$ cat config.mk
export PLATFORM = sky130hd
export DESIGN_NAME = axi_write_adapter
export DESIGN_NICKNAME = d
export VERILOG_FILES = /design/src/rtl/axi_write_adapter_pkg.sv /design/src/rtl/axi_write_adapter.sv
export SDC_FILE = /design/constraint.sdc
export NUM_CORES = 1
export LEC_CHECK = 0
export CORE_ASPECT_RATIO = 1.2
export CORE_MARGIN = 2
export CORE_UTILIZATION = 35
export CTS_CLUSTER_DIAMETER = 30
export DETAILED_ROUTE_END_ITERATION = 6
export PLACE_DENSITY = 0.76
export SLEW_MARGIN = 20
export SYNTH_ARGS = -nofsm -noshare
export SYNTH_HDL_FRONTEND = slang
export SYNTH_SLANG_ARGS = --single-unit
$ cat constraint.sdc
create_clock -name clk -period 1.9 [get_ports clk]
set_input_delay 0.285 -clock clk [delete_from_list [all_inputs] [get_ports clk]]
set_output_delay 0.285 -clock clk [all_outputs]
set_load 0.01 [all_outputs]
$ cat src/rtl/axi_write_adapter_pkg.sv
`default_nettype none
// ============================================================================
//  Module      : axi_write_adapter_pkg
//  Description : Shared types and constants for the AXI3 single-beat store
//                adapter. It holds the FSM encoding, the fixed AW attributes,
//                the response code and small helpers used by the datapath.
//  Revision    : 1.0 - initial release
// ============================================================================
package axi_write_adapter_pkg;

    // Write-side FSM encoding (2-bit)
    typedef enum logic [1:0] {
        WRITE_IDLE   = 2'd0,
        WRITE_SEND   = 2'd1,
        WRITE_WAIT_B = 2'd2,
        WRITE_DONE   = 2'd3
    } write_state_e;

    // The block reset is active-high. The polarity is compared explicitly,
    // so it cannot be confused with the active-low reset used elsewhere.
    localparam logic C_RST_ACTIVE = 1'b1;

    // Handshake levels
    localparam logic C_VALID   = 1'b1;
    localparam logic C_INVALID = 1'b0;
    localparam logic C_READY   = 1'b1;

    // AXI response code for a successful write
    localparam logic [1:0] C_AXI_RESP_OKAY = 2'b00;

    // Fixed attributes of every write: one beat of 4 bytes, INCR, normal,
    // non-cacheable, privileged data access.
    localparam logic [3:0] C_AWLEN   = 4'd0;
    localparam logic [2:0] C_AWSIZE  = 3'b010;
    localparam logic [1:0] C_AWBURST = 2'b01;
    localparam logic [1:0] C_AWLOCK  = 2'b00;
    localparam logic [3:0] C_AWCACHE = 4'b0000;
    localparam logic [2:0] C_AWPROT  = 3'b001;

    // Clear the byte offset so the bus always sees a word address; the
    // byte lanes are selected by the strobes instead.
    function automatic logic [31:0] word_align(input logic [31:0] byte_addr);
        return byte_addr & 32'hFFFF_FFFC;
    endfunction

    // A store fails when the slave reports anything but OKAY or when the
    // response carries an ID that this master never issued.
    function automatic logic resp_is_error(
        input logic [1:0] resp,
        input logic [3:0] rsp_id,
        input logic [3:0] own_id
    );
        return (resp != C_AXI_RESP_OKAY) || (rsp_id != own_id);
    endfunction

endpackage : axi_write_adapter_pkg
`default_nettype wire

$ cat src/rtl/axi_write_adapter.sv
`default_nettype none
// ============================================================================
//  Module      : axi_write_adapter
//  Description : AXI3 write-channel master for MEM-stage stores. Accepts one
//                store request, issues a single-beat write on AW/W with byte
//                strobes, waits for B and pulses completion (with an error
//                flag) for one cycle. One transaction outstanding at a time.
//  Revision    : 1.0 - initial release
// ============================================================================
module axi_write_adapter
    import axi_write_adapter_pkg::*;
#(
    parameter logic [3:0] AXI_ID = 4'b0001
) (
    input  logic        clk,
    input  logic        reset,

    // AXI write address channel
    output logic [3:0]  awid,
    output logic [31:0] awaddr,
    output logic [3:0]  awlen,
    output logic [2:0]  awsize,
    output logic [1:0]  awburst,
    output logic [1:0]  awlock,
    output logic [3:0]  awcache,
    output logic [2:0]  awprot,
    output logic        awvalid,
    input  logic        awready,

    // AXI write data channel
    output logic [3:0]  wid,
    output logic [31:0] wdata,
    output logic [3:0]  wstrb,
    output logic        wlast,
    output logic        wvalid,
    input  logic        wready,

    // AXI write response channel
    input  logic [3:0]  bid,
    input  logic [1:0]  bresp,
    input  logic        bvalid,
    output logic        bready,

    // MEM stage store interface
    input  logic        mem_we,
    input  logic [31:0] mem_addr,
    input  logic [31:0] mem_wdata,
    input  logic [3:0]  mem_sel,
    output logic        mem_write_done,
    output logic        mem_write_err
);

    // ------------------------------------------------------------------
    // State and registered channel signals
    // ------------------------------------------------------------------
    write_state_e state_q, state_d;

    logic        awvalid_q, awvalid_d;
    logic        wvalid_q,  wvalid_d;
    logic        aw_done_q, aw_done_d;
    logic        w_done_q,  w_done_d;
    logic [31:0] awaddr_q,  awaddr_d;
    logic [31:0] wdata_q,   wdata_d;
    logic [3:0]  wstrb_q,   wstrb_d;
    logic        err_q,     err_d;

    // Handshake and completion terms for the SEND phase
    logic w_aw_hs;
    logic w_w_hs;
    logic w_aw_complete;
    logic w_w_complete;
    logic w_req_has_bytes;

    // Per-channel handshakes; each valid depends only on its own ready
    always_comb begin
        w_aw_hs         = awvalid_q & awready;
        w_w_hs          = wvalid_q & wready;
        w_aw_complete   = aw_done_q | w_aw_hs;
        w_w_complete    = w_done_q | w_w_hs;
        w_req_has_bytes = (mem_sel != 4'b0000);
    end

    // Next-state and next-value logic for the FSM and both channel flags
    always_comb begin
        state_d   = state_q;
        awvalid_d = awvalid_q;
        wvalid_d  = wvalid_q;
        aw_done_d = aw_done_q;
        w_done_d  = w_done_q;
        awaddr_d  = awaddr_q;
        wdata_d   = wdata_q;
        wstrb_d   = wstrb_q;
        err_d     = err_q;

        case (state_q)
            WRITE_IDLE: begin
                if (mem_we) begin
                    err_d = 1'b0;
                    if (w_req_has_bytes) begin
                        // Capture the request; the MEM inputs are not
                        // looked at again until the next IDLE.
                        awaddr_d  = word_align(mem_addr);
                        wdata_d   = mem_wdata;
                        wstrb_d   = mem_sel;
                        awvalid_d = C_VALID;
                        wvalid_d  = C_VALID;
                        aw_done_d = 1'b0;
                        w_done_d  = 1'b0;
                        state_d   = WRITE_SEND;
                    end else begin
                        // Nothing to write: complete without touching the bus
                        state_d = WRITE_DONE;
                    end
                end
            end

            WRITE_SEND: begin
                if (w_aw_hs) begin
                    awvalid_d = C_INVALID;
                    aw_done_d = 1'b1;
                end
                if (w_w_hs) begin
                    wvalid_d = C_INVALID;
                    w_done_d = 1'b1;
                end
                // Covers both channels finishing on the same edge as well as
                // one channel finishing after the other.
                if (w_aw_complete && w_w_complete) begin
                    state_d = WRITE_WAIT_B;
                end
            end

            WRITE_WAIT_B: begin
                if (bvalid) begin
                    err_d   = resp_is_error(bresp, bid, AXI_ID);
                    state_d = WRITE_DONE;
                end
            end

            WRITE_DONE: begin
                // mem_we still belongs to the store just completed
                state_d = WRITE_IDLE;
            end

            default: begin
                state_d = WRITE_IDLE;
            end
        endcase
    end

    // State and datapath registers; reset abandons any transaction in flight
    always_ff @(posedge clk) begin
        if (reset == C_RST_ACTIVE) begin
            state_q   <= WRITE_IDLE;
            awvalid_q <= C_INVALID;
            wvalid_q  <= C_INVALID;
            aw_done_q <= 1'b0;
            w_done_q  <= 1'b0;
            awaddr_q  <= 32'h0000_0000;
            wdata_q   <= 32'h0000_0000;
            wstrb_q   <= 4'b0000;
            err_q     <= 1'b0;
        end else begin
            state_q   <= state_d;
            awvalid_q <= awvalid_d;
            wvalid_q  <= wvalid_d;
            aw_done_q <= aw_done_d;
            w_done_q  <= w_done_d;
            awaddr_q  <= awaddr_d;
            wdata_q   <= wdata_d;
            wstrb_q   <= wstrb_d;
            err_q     <= err_d;
        end
    end

    // Bus-facing outputs; bready and the completion pulse decode the state
    always_comb begin
        awid    = AXI_ID;
        awaddr  = awaddr_q;
        awlen   = C_AWLEN;
        awsize  = C_AWSIZE;
        awburst = C_AWBURST;
        awlock  = C_AWLOCK;
        awcache = C_AWCACHE;
        awprot  = C_AWPROT;
        awvalid = awvalid_q;

        wid     = AXI_ID;
        wdata   = wdata_q;
        wstrb   = wstrb_q;
        wvalid  = wvalid_q;
        wlast   = wvalid_q;

        bready  = (state_q == WRITE_WAIT_B) ? C_READY : 1'b0;

        mem_write_done = (state_q == WRITE_DONE);
        mem_write_err  = (state_q == WRITE_DONE) & err_q;
    end

endmodule : axi_write_adapter
`default_nettype wire

==> flow_metrics.tcl <==
set metrics [dict create \
    min_path_cells 2 \
    critPathArrivalTime_ns 1.99 \
    min-delay-start "reset" \
    unrepaired_setup_endpoints_after_global_routing "false" \
    cts_post_setup_buffers_inserted 0 \
    library_cells_used_by_synthesis 30 \
    synth_area_leader_cell "dfxtp_1" \
    stdcell_area_mm2 0.004758 \
    worstPathCellList "inv_1 > ha_1 > inv_1 > o311ai_0 > buf_4 > nor2_1 > o31ai_1" \
    rr_startpoint "state_q[1]" \
    crit_path_frequent_cell "inv_1" \
    worst_path_required_time_ns 2.15 \
    wl_per_cell_um 12.16 \
    grt.met2_usage 0.2793 \
    maxCapViolCount 0 \
    final_worst_path_period_need_ns 1.744 \
    clock_insertion_delay_worst_skew_ns 0.33 \
    gr-max-usage-layer "met2" \
    fin_nets 607 \
    detailed_place.area_mm2 0.004566 \
    max-clock-path-buffers 2 \
    outcome "completed" \
    final_worst_path_cycle_share 0.9178 \
    synth_largest_type_area_fraction 0.4838 \
    most_used_standard_cell_by_instance_count_after_synthesis "nand2_1" \
    ys_seq_area_frac 0.4838 \
    power_leakage_nw 1.844 \
    layout_cells_sized_above_1 0.1082 \
    setup-violations-final 0 \
    postRouteWirelength_um 7828 \
    peakVddDrop_v 0.0005992 \
    gp_congestion 0.8187 \
    port_buffers 149 \
    vias_in_the_first_global_route 2786 \
    synth_top_cells_by_area "dfxtp_1 48%, nand2_1 15%, a21oi_1 10%, buf_4 8.0%, a21oi_2 2.9%" \
    min-delay-path-class "in2reg" \
    tritoncts "yes" \
    placedCellCount 629 \
    grt_remaining_overflow 0 \
    final.setup.tns_ns 0 \
    grt_util_met3 0.06343 \
    place_worst_setup_slack_ns -0.1062 \
    detailed_place_hpwl_um 5828 \
    timing.reg2reg.setup_slack_ns 0.16 \
    num_rows 37 \
    power_density_mw_per_mm2 983.1 \
    final-max-slew-violation-count 0 \
    synth-async-reset-ratio 0 \
    post-route-drc-count 0 \
    fin_worst_skew_ns 0.01398 \
    grt_usage 0.1647 \
    grt_max_degree 35 \
    detailroute.via_count 2919 \
    floorplan.core_area_mm2 0.008472 \
    critical_path.reg2reg.endpoint "state_q[0]" \
    fillers 802 \
    worstSetupStartpointType "register" \
    crit_slowest_cell "o311ai_0" \
    dieHeight_um 105.8 \
    ys_top_cells_by_count "124 x nand2_1, 73 x dfxtp_1, 62 x a21oi_1, 32 x buf_4" \
    grt_use_met1 0.1811 \
    total_iterations_of_the_first_detailed_routing_run 4 \
    finalHoldViolations 0 \
    slowest_delay_ns 0.40 \
    cts.reportedPaths.clkPinSlew_ns 0.08 \
    timing.fmax_mhz 573.5 \
    mappedNetlistArea_mm2 0.003020 \
    worst_hold_path.endpoint "wdata[7]" \
    fp.dieArea_mm2 0.009391 \
    boundaryPins 180 \
    finalWorstSetupSlack_ns 0.1562 \
    post_layout_nonfiller_instances 644 \
    clockRootBuffer "clkbuf_8" \
    ys_dominant_reg_cell "dfxtp_1" \
    drtIter0Drc 107 \
    diodes 0 \
    yosys_register_bits 73 \
    effective_utilization_at_floorplan 0.3565 \
    crit_path_end_kind "register" \
    cts.sink_count 73 \
    antenna_left 0 \
    post_synth_inst_count 373 \
    cts_inserted_buffers 9 \
    die_width_um 88.80 \
    syn_avg_cell_area_um2 8.098 \
    cts-htree-levels 3 \
    synth_enable_flop_cells 0 \
    areaGrowthSynthToFinish_pct 57.54 \
    via_per_inst 4.533 \
    yosys_warnings 0 \
    critical_path_class "reg2reg" \
    antenna_violations_before_repair 0 \
    r2r_cells 7 \
    cp_max_fo 7 \
    grt_pass1_wl_um 12330 \
    report.power.total_w 0.004678 \
]
state kept, by name (all words and copies together) (netlist names):
name,flops
err_q,1
state_q,2
aw_done_q,1
w_done_q,1
wlast,1
awaddr,30
wstrb,4
awvalid,1
wdata,32
placed cells by master, fill, tap and decap left out, types with 6 or more instances in the layout:
cell               n
nand2_1          124
conb_1            28
clkdlybuf4s50_1  146
a21oi_1           62
buf_4             12
dfxtp_1           72
nand2_2           10
inv_1              6
clkbuf_8           9
a21oi_2           10
report_power, final:
part           leakage [nW]  internal [W]  switching [W]  total (W)
clock network        0.0909      0.000592       0.000564    0.00116
registers             0.599       0.00176       0.000125    0.00189
logic                  1.15      0.000845       0.000790    0.00163
total                  1.84       0.00320        0.00148    0.00468
layout make-up:
cell class                      count  area (µm²)  area share
Multi-Input combinational cell    268        1281      0.2693
Sequential cell                    73        1463      0.3074
Clock buffer                        9       123.9     0.02603
Clock inverter                      6       60.06     0.01262
Inverter                            6       22.52    0.004733
Timing Repair Buffer              165        1662      0.3492
Tap cell                          117       146.4     0.03077
logic make-up after synthesis:
kind of cell / count (synthesis) / share of synthesized area
flip-flops: 73 / 0.4838
other: 2 / 0.002486
buffers and inverters: 58 / 0.1251
AND/OR/NAND/NOR: 151 / 0.2117
AO/OA/AOI/OAI: 84 / 0.1570
multiplexers: 1 / 0.003314
adder cells (fa/ha/maj): 4 / 0.01657
per-stage QoR:
step	hold WS, ns	utilization
2_1_floorplan	0.3923	-
3_3_place_gp	0.4418	0.5389
3_5_place_dp	0.4464	0.5389
4_1_cts	0.2231	0.5606
5_1_grt	0.2619	0.5617
6_report	0.2484	0.5617
how the worst max path moves through the flow:
stage	from	end	cells past startpoint
floorplan	mem_sel[2]	awaddr[14]	7
global placement	mem_sel[2]	wdata[3]	6
detailed placement	mem_sel[2]	wdata[11]	6
CTS	state_q[0]	bready	3
global route	state_q[1]	state_q[0]	7
finish	state_q[1]	state_q[0]	7
per-layer routing:
layer | vias up | share of wire
li1 | 1448 | -
met2 | 121 | 0.50
met1 | 1330 | 0.39
met4 | 0 | 0.024
met3 | 20 | 0.085
met5 | - | 0
critical path, delay by kind of cell, from the launching register on:
kind / cells / cell delay [ns]
AO/OA/AOI/OAI: 2 / 0.59
adder cells (fa/ha/maj): 1 / 0.31
buffers and inverters: 3 / 0.38
flip-flops: 1 / 0.34
AND/OR/NAND/NOR: 1 / 0.04
what timing repair did:
item                                    4_1_cts  5_1_grt
hold buffers                                  0        0
resized for setup                             0        4
endpoints found under the setup margin        0        2
(Power assumes the default switching activity.)
